## src/rtl/ysyx_25040111_mtime_rd_pkg.sv

```systemverilog
// rtl/ysyx_25040111_mtime_rd_pkg.sv - FSM encoding and default CLINT mtime addresses
// RUNSOC selects the SoC memory map; otherwise the simulation map is used.
package ysyx_25040111_mtime_rd_pkg;

  localparam logic [2:0] ST_IDLE   = 3'd0;
  localparam logic [2:0] ST_AR_HI1 = 3'd1;
  localparam logic [2:0] ST_R_HI1  = 3'd2;
  localparam logic [2:0] ST_AR_LO  = 3'd3;
  localparam logic [2:0] ST_R_LO   = 3'd4;
  localparam logic [2:0] ST_AR_HI2 = 3'd5;
  localparam logic [2:0] ST_R_HI2  = 3'd6;
  localparam logic [2:0] ST_RESP   = 3'd7;

`ifdef RUNSOC
  localparam logic [31:0] MTIME_LO_ADDR = 32'h0200_0048;
  localparam logic [31:0] MTIME_HI_ADDR = 32'h0200_004c;
`else
  localparam logic [31:0] MTIME_LO_ADDR = 32'ha000_0048;
  localparam logic [31:0] MTIME_HI_ADDR = 32'ha000_004c;
`endif

endpackage

```

## src/rtl/ysyx_25040111_mtime_rd.sv

```systemverilog
// rtl/ysyx_25040111_mtime_rd.sv - 64-bit mtime reader over a 32-bit CLINT AR/R channel
// MTIME_RD_CONSIST_EN enables the hi-lo-hi read with retry; otherwise lo-hi with no tear protection.
module ysyx_25040111_mtime_rd
  import ysyx_25040111_mtime_rd_pkg::*;
#(
  parameter logic [31:0] LO_ADDR = MTIME_LO_ADDR,
  parameter logic [31:0] HI_ADDR = MTIME_HI_ADDR
) (
  input  logic        clock,
  input  logic        reset,
  input  logic        req_valid,
  output logic        req_ready,
  output logic        resp_valid,
  input  logic        resp_ready,
  output logic [63:0] resp_data,
  output logic [31:0] araddr,
  output logic        arvalid,
  input  logic        arready,
  input  logic [31:0] rdata,
  input  logic        rvalid,
  output logic        rready
);

  logic [2:0]  state_q, state_d;
  logic        req_ready_q;
  logic [31:0] lo_q, lo_d;
  logic [63:0] resp_data_q, resp_data_d;
`ifdef MTIME_RD_CONSIST_EN
  logic [31:0] hi1_q, hi1_d;
`endif

  // req_ready is registered so it never depends on an input combinationally
  always_ff @(posedge clock) begin
    if (reset) begin
      state_q     <= ST_IDLE;
      req_ready_q <= 1'b0;
      lo_q        <= '0;
      resp_data_q <= '0;
`ifdef MTIME_RD_CONSIST_EN
      hi1_q       <= '0;
`endif
    end else begin
      state_q     <= state_d;
      req_ready_q <= (state_d == ST_IDLE);
      lo_q        <= lo_d;
      resp_data_q <= resp_data_d;
`ifdef MTIME_RD_CONSIST_EN
      hi1_q       <= hi1_d;
`endif
    end
  end

  always_comb begin
    state_d     = state_q;
    lo_d        = lo_q;
    resp_data_d = resp_data_q;
`ifdef MTIME_RD_CONSIST_EN
    hi1_d       = hi1_q;
`endif
    case (state_q)
      ST_IDLE: begin
        if (req_valid && req_ready_q) begin
`ifdef MTIME_RD_CONSIST_EN
          state_d = ST_AR_HI1;
`else
          state_d = ST_AR_LO;
`endif
        end
      end
`ifdef MTIME_RD_CONSIST_EN
      ST_AR_HI1: if (arready) state_d = ST_R_HI1;
      ST_R_HI1: begin
        if (rvalid) begin
          hi1_d   = rdata;
          state_d = ST_AR_LO;
        end
      end
`endif
      ST_AR_LO: if (arready) state_d = ST_R_LO;
      ST_R_LO: begin
        if (rvalid) begin
          lo_d    = rdata;
          state_d = ST_AR_HI2;
        end
      end
      ST_AR_HI2: if (arready) state_d = ST_R_HI2;
      ST_R_HI2: begin
        if (rvalid) begin
`ifdef MTIME_RD_CONSIST_EN
          // A changed high half means lo wrapped between reads: re-read lo against the new hi
          if (rdata == hi1_q) begin
            resp_data_d = {hi1_q, lo_q};
            state_d     = ST_RESP;
          end else begin
            hi1_d   = rdata;
            state_d = ST_AR_LO;
          end
`else
          resp_data_d = {rdata, lo_q};
          state_d     = ST_RESP;
`endif
        end
      end
      ST_RESP: if (resp_ready) state_d = ST_IDLE;
      default: state_d = ST_IDLE;
    endcase
  end

  always_comb begin
    arvalid    = 1'b0;
    rready     = 1'b0;
    resp_valid = 1'b0;
    araddr     = LO_ADDR;
    case (state_q)
      ST_AR_HI1, ST_AR_HI2: begin
        arvalid = 1'b1;
        araddr  = HI_ADDR;
      end
      ST_AR_LO:                     arvalid    = 1'b1;
      ST_R_HI1, ST_R_LO, ST_R_HI2:  rready     = 1'b1;
      ST_RESP:                      resp_valid = 1'b1;
      default: ;
    endcase
  end

  assign req_ready = req_ready_q;
  assign resp_data = resp_data_q;

endmodule

```

## config.mk

```make
export PLATFORM = sky130hd
export DESIGN_NAME = ysyx_25040111_mtime_rd
export DESIGN_NICKNAME = d
export VERILOG_FILES = /design/src/rtl/ysyx_25040111_mtime_rd_pkg.sv /design/src/rtl/ysyx_25040111_mtime_rd.sv
export SDC_FILE = /design/constraint.sdc
export NUM_CORES = 1
export LEC_CHECK = 0
export BUFFER_PORTS_ARGS = -buffer_cell sky130_fd_sc_hd__buf_2
export CAP_MARGIN = 20
export CORE_ASPECT_RATIO = 1.75
export CORE_UTILIZATION = 30
export DETAILED_ROUTE_END_ITERATION = 6
export PLACE_DENSITY_LB_ADDON = 0.05
export SETUP_SLACK_MARGIN = 0.3
export SKIP_LAST_GASP = 1
export SYNTH_ARGS = -nofsm -noshare
export SYNTH_HDL_FRONTEND = slang
export SYNTH_SLANG_ARGS = --single-unit
```

## constraint.sdc

```tcl
create_clock -name clock -period 3.55 [get_ports clock]
set_input_delay 1.065 -clock clock [delete_from_list [all_inputs] [get_ports clock]]
set_output_delay 1.065 -clock clock [all_outputs]
set_load 0.1 [all_outputs]
```

==> reports/qor.yml, run 1 <==
run_status:
  status: "complete, no violations"
min_path:
  hold_path_depth: 2
  hold_path_class: "reg -> reg"
place:
  placed_area_mm2: 0.00431
  placedCellCount: 722
  globalplace.congestion: 0.728
  hpwl_mm: 6.54
  pre_cts_ws_ps: 1000
  numPortBuffers: 106
route:
  ant_nets: 0
  wl_mm: 10.1
  via_per_inst: 4.40
  drt_iter0_markers: 146
  firstDrtPassIters: 4
  wl_per_cell_um: 13.7
  vias: 3247
  drc: 0
power_and_ir_drop:
  p_sw_share_pct: 28.2
  power_leakage_nw: 1.85
  pwr-share-comb_pct: 9.4
  powerDensity_mw_per_mm2: 515
  finalPower_mw: 2.38
  power_frac_seq_pct: 47.5
  p_int_mw: 1.71
  p_clk_share_pct: 43.1
  vdd.ir_drop.worst_mv: 0.229
  p_sw_mw: 0.671
clock_tree:
  holdBufCountCts: 0
  clockRootBuffer: "clkbuf_16"
  cts_resized: 0
  cts_sinks: 100
  cts_buffers: 9
  clkTransAtPathRegs_ps: 70
  insertion_delay_ps: 350
  h-tree-depth: 3
  cts_buffer_depth: 2
  cts_tree: "yes"
  post_cts_buffers: 0
yosys:
  synth_warnings: 0
  ys_types: 24
  netlist_top_cells_count: "192 x nand2_1, 100 x dfxtp_1, 99 x a21oi_1"
  synth_area_mm2: 0.00386
  synth.top_cell.area_share_pct: 51.8
  avgSynthCellArea_um2: 8.00
  synthFlopType: "dfxtp_1"
  synthArstFlopShare_pct: 0
  yosys_register_bits: 100
  synth_most_common_cell: "nand2_1"
  ys_seq_area_share_pct: 51.8
  synth_area_leaders: "dfxtp_1 52%, nand2_1 19%, a21oi_1 13%"
  syn_inst: 483
  yosys.area.top_type: "dfxtp_1"
  synth_edf_count: 0
worst_setup_path:
  crit_type: "reg -> out"
  required_ps: 2480
  critPathTopFamily: "flip-flops"
  crit_path_top_delay_cell: "dfxtp_1"
  crit_buf_inv: 1
  crit_chain: "and3_2 > buf_2"
  slowest_delay_ps: 600
  end_kind: "primary output"
  r2r_cells: 3
  cp.arrival_ps: 1650
  cp.depth: 2
  crit_path_start_kind: "flop"
  worstPathMaxFanout: 16
final_layout:
  fin_nets: 603
  diodes: 0
  nFillCells: 1368
  area_delta_synth_final_pct: 19.5
  fin_util_pct: 36.9
  fin_cells: 738
  drive_gt1_share_pct: 23.3
  design_area_mm2: 0.00462
timing:
  finalMaxSlewViolations: 0
  hold_viol: 0
  setup-tns-final_ps: 0
  rsz0062_at_grt: "no"
  setup_viol: 0
  slew_headroom_pct: 28.0
  period_needed_ps: 2710
  skew_ps: 12.4
  setup_slack_ps: 838
  whs_ps: 451
  tightest_slew_ps: 1080
  fin_crit_sh_pct: 76.4
  max_freq_mhz: 369
global_route:
  antenna_found_initial: 0
  grt_pass1_wl_mm: 16.4
  grt_pass1_vias: 3198
  grtUsageTotal_pct: 16.0
  grt_max_degree: 101
  grt_overflow: 0
floorplanning:
  die_width_um: 87.8
  pin_count: 138
  start_util_pct: 30.9
  coreArea_mm2: 0.0125
  die_h_um: 152
  die-area_mm2: 0.0134
  rows: 54
run:
  cap_violations: 0
## metal layers
metal  up-vias  global-route usage [%]  routed length, um
met4         0                    6.17                209
li1       1651                       -                  -
met5         -                       0                  0
met2        79                    28.5               5360
met3        13                    3.97                390
met1      1504                    17.8               4180
## cell families after synthesis
logic type      share of synthesized area, %
simple gates                            22.5
compound gates                          13.8
other cells                            0.194
buf+inv                                 11.7
flops                                   51.8
## layout by cell type, fill, tap and decap left out, types with 3 or more instances in the layout
master / Yosys / final
buf_2: 7 / 105
dfxtp_1: 100 / 100
buf_4: 48 / 3
nand2_1: 192 / 192
a21oi_1: 99 / 99
clkbuf_16: 0 / 9
conb_1: 2 / 31
nor2b_1: 4 / 4
## worst min-delay path: stages (launching register included)
cell and delay (ps):
dfxtp_1 310, nand2_1 50, a21oi_1 50
## sequential cells by signal, summed over array words and instances, names as in the netlist
name	count
state_q	3
req_ready	1
resp_data	64
lo_q	32
## area by class of cell
cell class,instances,area [um2],area share [%]
Tap cell,168,210,4.55
Sequential cell,100,2000,43.4
Clock buffer,9,225,4.88
Timing Repair Buffer,109,568,12.3
Multi-Input combinational cell,344,1530,33.0
Clock inverter,7,82.6,1.79
Inverter,1,3.75,0.0813
## power groups by stage
stage	Clock (mW)	Sequential (mW)	Combinational, mW
after CTS	1.06	1.13	0.224
after global routing	1.11	1.13	0.233
final	1.02	1.13	0.224
after global placement	0	1.15	0.224
after floorplan	0	1.16	0.208
after detailed placement	0	1.15	0.224
## final timing paths
path,start,end,slack [ps]
setup / recovery,state_q[0],resp_valid,840
hold reg to reg,lo_q[27],resp_data[27],450
hold / removal,lo_q[27],resp_data[27],450
setup reg to reg,state_q[0],lo_q[2],1620
No activity file was read; power rests on OpenSTA's default activity.
==> inputs of run 2 (changes only) <==
clock period = 2.6 ns   (was 3.55 ns; I/O delays follow)
==> run 2 against run 1 <==
Net effect:
- clock power up 29%
- sequential share of layout area down 0.32 points
- worst setup slack lost 470 ps
- first-iteration DRC count is 6.8% lower
- critical endpoint unchanged
- largest cell class unchanged
==> reports/qor.yml, run 2 (synthesized netlist as in run 1, its figures left out) <==
floorplanning:
  die_width_um: 87.8
  rows: 54
  pin_count: 138
  die-area_mm2: 0.0134
  start_util_pct: 30.9
  die_h_um: 152
  coreArea_mm2: 0.0125
clock_tree:
  cts_resized: 4
  cts_sinks: 100
  cts_buffers: 9
  cts_tree: "yes"
  holdBufCountCts: 0
  insertion_delay_ps: 340
  post_cts_buffers: 0
  clkTransAtPathRegs_ps: 70
  h-tree-depth: 3
  cts_buffer_depth: 2
  clockRootBuffer: "clkbuf_16"
global_route:
  grt_overflow: 0
  grt_max_degree: 43
  grt_pass1_wl_mm: 15.9
  grt_pass1_vias: 3073
  grtUsageTotal_pct: 15.5
  antenna_found_initial: 0
run_status:
  status: "complete, no violations"
timing:
  slew_headroom_pct: 65.7
  tightest_slew_ps: 519
  skew_ps: 8.09
  setup_viol: 0
  period_needed_ps: 2230
  rsz0062_at_grt: "no"
  hold_viol: 0
  setup-tns-final_ps: 0
  fin_crit_sh_pct: 85.7
  finalMaxSlewViolations: 0
  max_freq_mhz: 449
final_layout:
  diodes: 0
  largest_reg_flops: 64
  multiInputGateArea_mm2: 0.00153
  final_common_cell: "nand2_1"
  fin_nets: 608
  nFillCells: 1366
  area_delta_synth_final_pct: 20.5
  regArea_mm2: 0.00200
  drive_gt1_share_pct: 24.7
  final_cell_mix: "192 x nand2_1, 101 x buf_2, 99 x a21oi_1"
worst_setup_path:
  required_ps: 1820
  worstPathMaxFanout: 13
  end_kind: "primary output"
  r2r_slack_ps: 970
  crit_path_start_kind: "flop"
  crit_type: "reg -> out"
  cp.arrival_ps: 1450
power_and_ir_drop:
  finalPower_mw: 3.17
  vdd.ir_drop.worst_mv: 0.301
  powerDensity_mw_per_mm2: 681
  power_leakage_nw: 1.87
route:
  via_per_inst: 4.34
  drc: 0
  ant_nets: 0
  wl_mm: 9.97
  wl_per_cell_um: 13.4
  vias: 3219
  drt_iter0_markers: 136
  firstDrtPassIters: 4
place:
  hpwl_mm: 6.89
  numPortBuffers: 106
  globalplace.congestion: 0.709
min_path:
  hold_path_class: "reg -> reg"
run:
  cap_violations: 0
[run 2: metal layers]
layer / GRT usage (%) / up-vias / part of all wire, %
met4: 5.31 / 0 / 1.3
met3: 3.42 / 10 / 4.3
met5: 0 / - / 0
met2: 27.9 / 78 / 53
met1: 17.5 / 1477 / 41
li1: - / 1654 / -
[run 2: per-stage QoR]
step / utilization, % / setup slack [ps] / hold slack (ps) / cells / instance area (um2)
global route: 37.3 / 312 / 466 / 742 / 4660
CTS: 37.2 / 296 / 453 / 742 / 4650
floorplan: - / 394 / 432 / 512 / 3980
finish: 37.3 / 373 / 450 / 742 / 4660
detailed placement: 34.8 / 542 / 444 / 727 / 4360
global placement: 34.8 / 596 / 438 / 727 / 4360
[run 2: area by class of cell]
type                       instances  share of cell area, %
tap                              168                   4.51
inverter                           1                 0.0806
timing repair buffer             114                   13.2
clock buffer                       9                   4.84
sequential                       100                   43.0
clock inverter                     6                   1.37
multi-input combinational        344                   32.9
[run 2: worst max-delay path, stage by stage, from the launching register on]
cell	delay, ps
dfxtp_1	570
and3_2	250
buf_4	290
[run 2: final timing paths]
| path | startpoint | to | cells after the start |
|---|---|---|---|
| worst max-delay path | state_q[2] | resp_valid | 2 |
| worst max register to register | state_q[2] | lo_q[26] | 4 |
| worst min register to register | resp_data[25] | resp_data[25] | 2 |
| worst min-delay path | resp_data[25] | resp_data[25] | 2 |
[run 2: power by group]
| group | total, mW | switching [mW] | leakage, nW | internal, mW |
|---|---|---|---|---|
| clock | 1.32 | 0.576 | 0.138 | 0.741 |
| combinational | 0.312 | 0.274 | 0.925 | 0.0388 |
| sequential | 1.54 | 0.00641 | 0.806 | 1.53 |
| total | 3.17 | 0.856 | 1.87 | 2.31 |
==> inputs of run 3 (changes only) <==
PLACE_DENSITY = 0.5   (was not set)
PLACE_DENSITY_LB_ADDON = not set   (was 0.05)
TNS_END_PERCENT = 10   (was not set)
clock period = 2.2 ns   (was 2.6 ns; I/O delays follow)
==> run 3 against run 2 <==
Net effect:
- clock skew down 1.4 ps
- first-iteration DRC count up 29%
- global-route usage down 1.2 points
- flip-flop and latch count unchanged
- cell count unchanged
- highest routed layer unchanged
==> reports/qor.yml, run 3 (synthesized netlist as in run 1, its figures left out) <==
clock_tree:
  cts_buffer_depth: 2
  cts_sinks: 100
  h-tree-depth: 3
  cts_tree: "yes"
  clockRootBuffer: "clkbuf_16"
  insertion_delay_ps: 340
  holdBufCountCts: 0
  cts_buffers: 9
  clkTransAtPathRegs_ps: 60
route:
  vias: 3258
  drt_iter0_markers: 175
  firstDrtPassIters: 4
  wl_mm: 9.17
  drc: 0
  ant_nets: 0
  wl_per_cell_um: 12.4
  via_per_inst: 4.39
final_layout:
  final_common_cell: "nand2_1"
  area_delta_synth_final_pct: 21.1
  fin_nets: 607
  diodes: 0
  largest_reg_flops: 64
  design_area_mm2: 0.00468
  drive_gt1_share_pct: 24.6
  final_cell_mix: "192 x nand2_1, 101 x buf_2, 99 x a21oi_1"
power_and_ir_drop:
  p_sw_share_pct: 27.6
  pwr-share-comb_pct: 10.2
  power_frac_seq_pct: 50.1
  powerDensity_mw_per_mm2: 776
  p_int_mw: 2.63
  p_clk_share_pct: 39.7
  power_leakage_nw: 1.87
  p_sw_mw: 1.00
  vdd.ir_drop.worst_mv: 0.405
timing:
  finalMaxSlewViolations: 0
  rsz0062_at_grt: "yes"
  skew_ps: 6.67
  period_needed_ps: 1900
  fin_crit_sh_pct: 86.4
  tightest_slew_ps: 515
  max_freq_mhz: 526
  setup_slack_ps: 299
  setup-tns-final_ps: 0
  slew_headroom_pct: 65.9
  setup_viol: 0
  hold_viol: 0
worst_setup_path:
  reg2reg_to: "resp_data[22]"
  crit_path_start_kind: "flop"
  crit_path_top_delay_cell: "dfxtp_2"
  r2r_cells: 4
  worstPathMaxFanout: 13
  cp.arrival_ps: 1240
  required_ps: 1540
  slowest_delay_ps: 470
  crit_chain: "and3_2 > buf_12"
  r2r_slack_ps: 760
  r2r_start: "state_q[2]"
  critPathTopFamily: "flip-flops"
  end_kind: "primary output"
  crit_buf_inv: 1
  crit_type: "reg -> out"
place:
  numPortBuffers: 106
  pre_cts_ws_ps: 309
  hpwl_mm: 6.00
  globalplace.congestion: 0.760
  placed_area_mm2: 0.00438
global_route:
  grt_use_met2_pct: 25.4
  antenna_found_initial: 0
  gr-usage-met3_pct: 3.97
  grtUsageTotal_pct: 14.3
  grt_overflow: 0
  grt-busiest-layer: "met2"
  grt_pass1_vias: 3025
  grt_pass1_wl_mm: 15.0
  use_met1_pct: 15.6
  grt_max_degree: 65
min_path:
  hold_path_class: "reg -> reg"
  worst_hold_path.endpoint: "resp_data[20]"
  hold_path_depth: 2
  hold_start: "resp_data[20]"
run:
  cap_violations: 0
floorplanning:
  pin_count: 138
  die_h_um: 152
  start_util_pct: 30.9
  die_width_um: 87.8
  coreArea_mm2: 0.0125
  rows: 54
  die-area_mm2: 0.0134
run_status:
  status: "complete, no violations"
==> run 3: cell count changes in the layout (fill, tap and decap cells not counted), sizes merged <==
cell    previous run  this run
bufinv             1         0
buf              114       113
clkbuf             9        11
==> run 3: how the worst max path moves through the flow <==
stage,startpoint,to,slack (ps),cells past startpoint
2_1_floorplan,state_q[1],rready,130,3
3_3_place_gp,state_q[1],rready,350,3
3_5_place_dp,state_q[0],arvalid,310,2
4_1_cts,state_q[0],arvalid,270,2
5_1_grt,state_q[2],resp_valid,250,2
6_report,state_q[2],resp_valid,300,2
==> run 3: power groups by stage <==
| stage | registers, mW | clock network [mW] | logic [mW] |
|---|---|---|---|
| global route | 1.82 | 1.58 | 0.383 |
| finish | 1.82 | 1.44 | 0.370 |
| global placement | 1.86 | 0 | 0.365 |
| CTS | 1.82 | 1.50 | 0.370 |
| detailed placement | 1.86 | 0 | 0.366 |
| floorplan | 1.87 | 0 | 0.338 |
==> run 3: cell type report <==
class,count,area (um2)
inverter,1,3.75
fill,1341,7820
clock inverter,5,37.5
multi-input combinational,344,1540
clock buffer,11,233
timing repair buffer,113,644
sequential,100,2010
tap,168,210
==> run 3: metrics by stage <==
step                      power, mW  hold slack (ps)  util, %  std cells
final                          3.63              448     37.4        742
after global routing           3.78              471     37.4        742
after CTS                      3.69              452     37.4        742
after detailed placement       2.23              443     35.1        726
after global placement         2.23              438     35.1        726
after floorplan                2.21              432        -        512
==> run 3: worst register-to-register path, cell delays in order, from the launching register on <==
cell and delay (ps):
dfxtp_2 470, and4b_2 270, buf_4 370, nand2_1 120, a21oi_1 140
==> run 3: what timing repair did <==
action,in CTS,in global routing
cloned,0,0
setup buffers,0,0
endpoints found under the setup margin,4,4
resized for setup,10,1
==> run 3: routing by layer <==
layer / share of wire (%) / vias to the layer above
met5: 0 / -
met4: 1.7 / 0
met3: 5.4 / 12
met2: 53 / 102
met1: 40 / 1483
li1: - / 1661
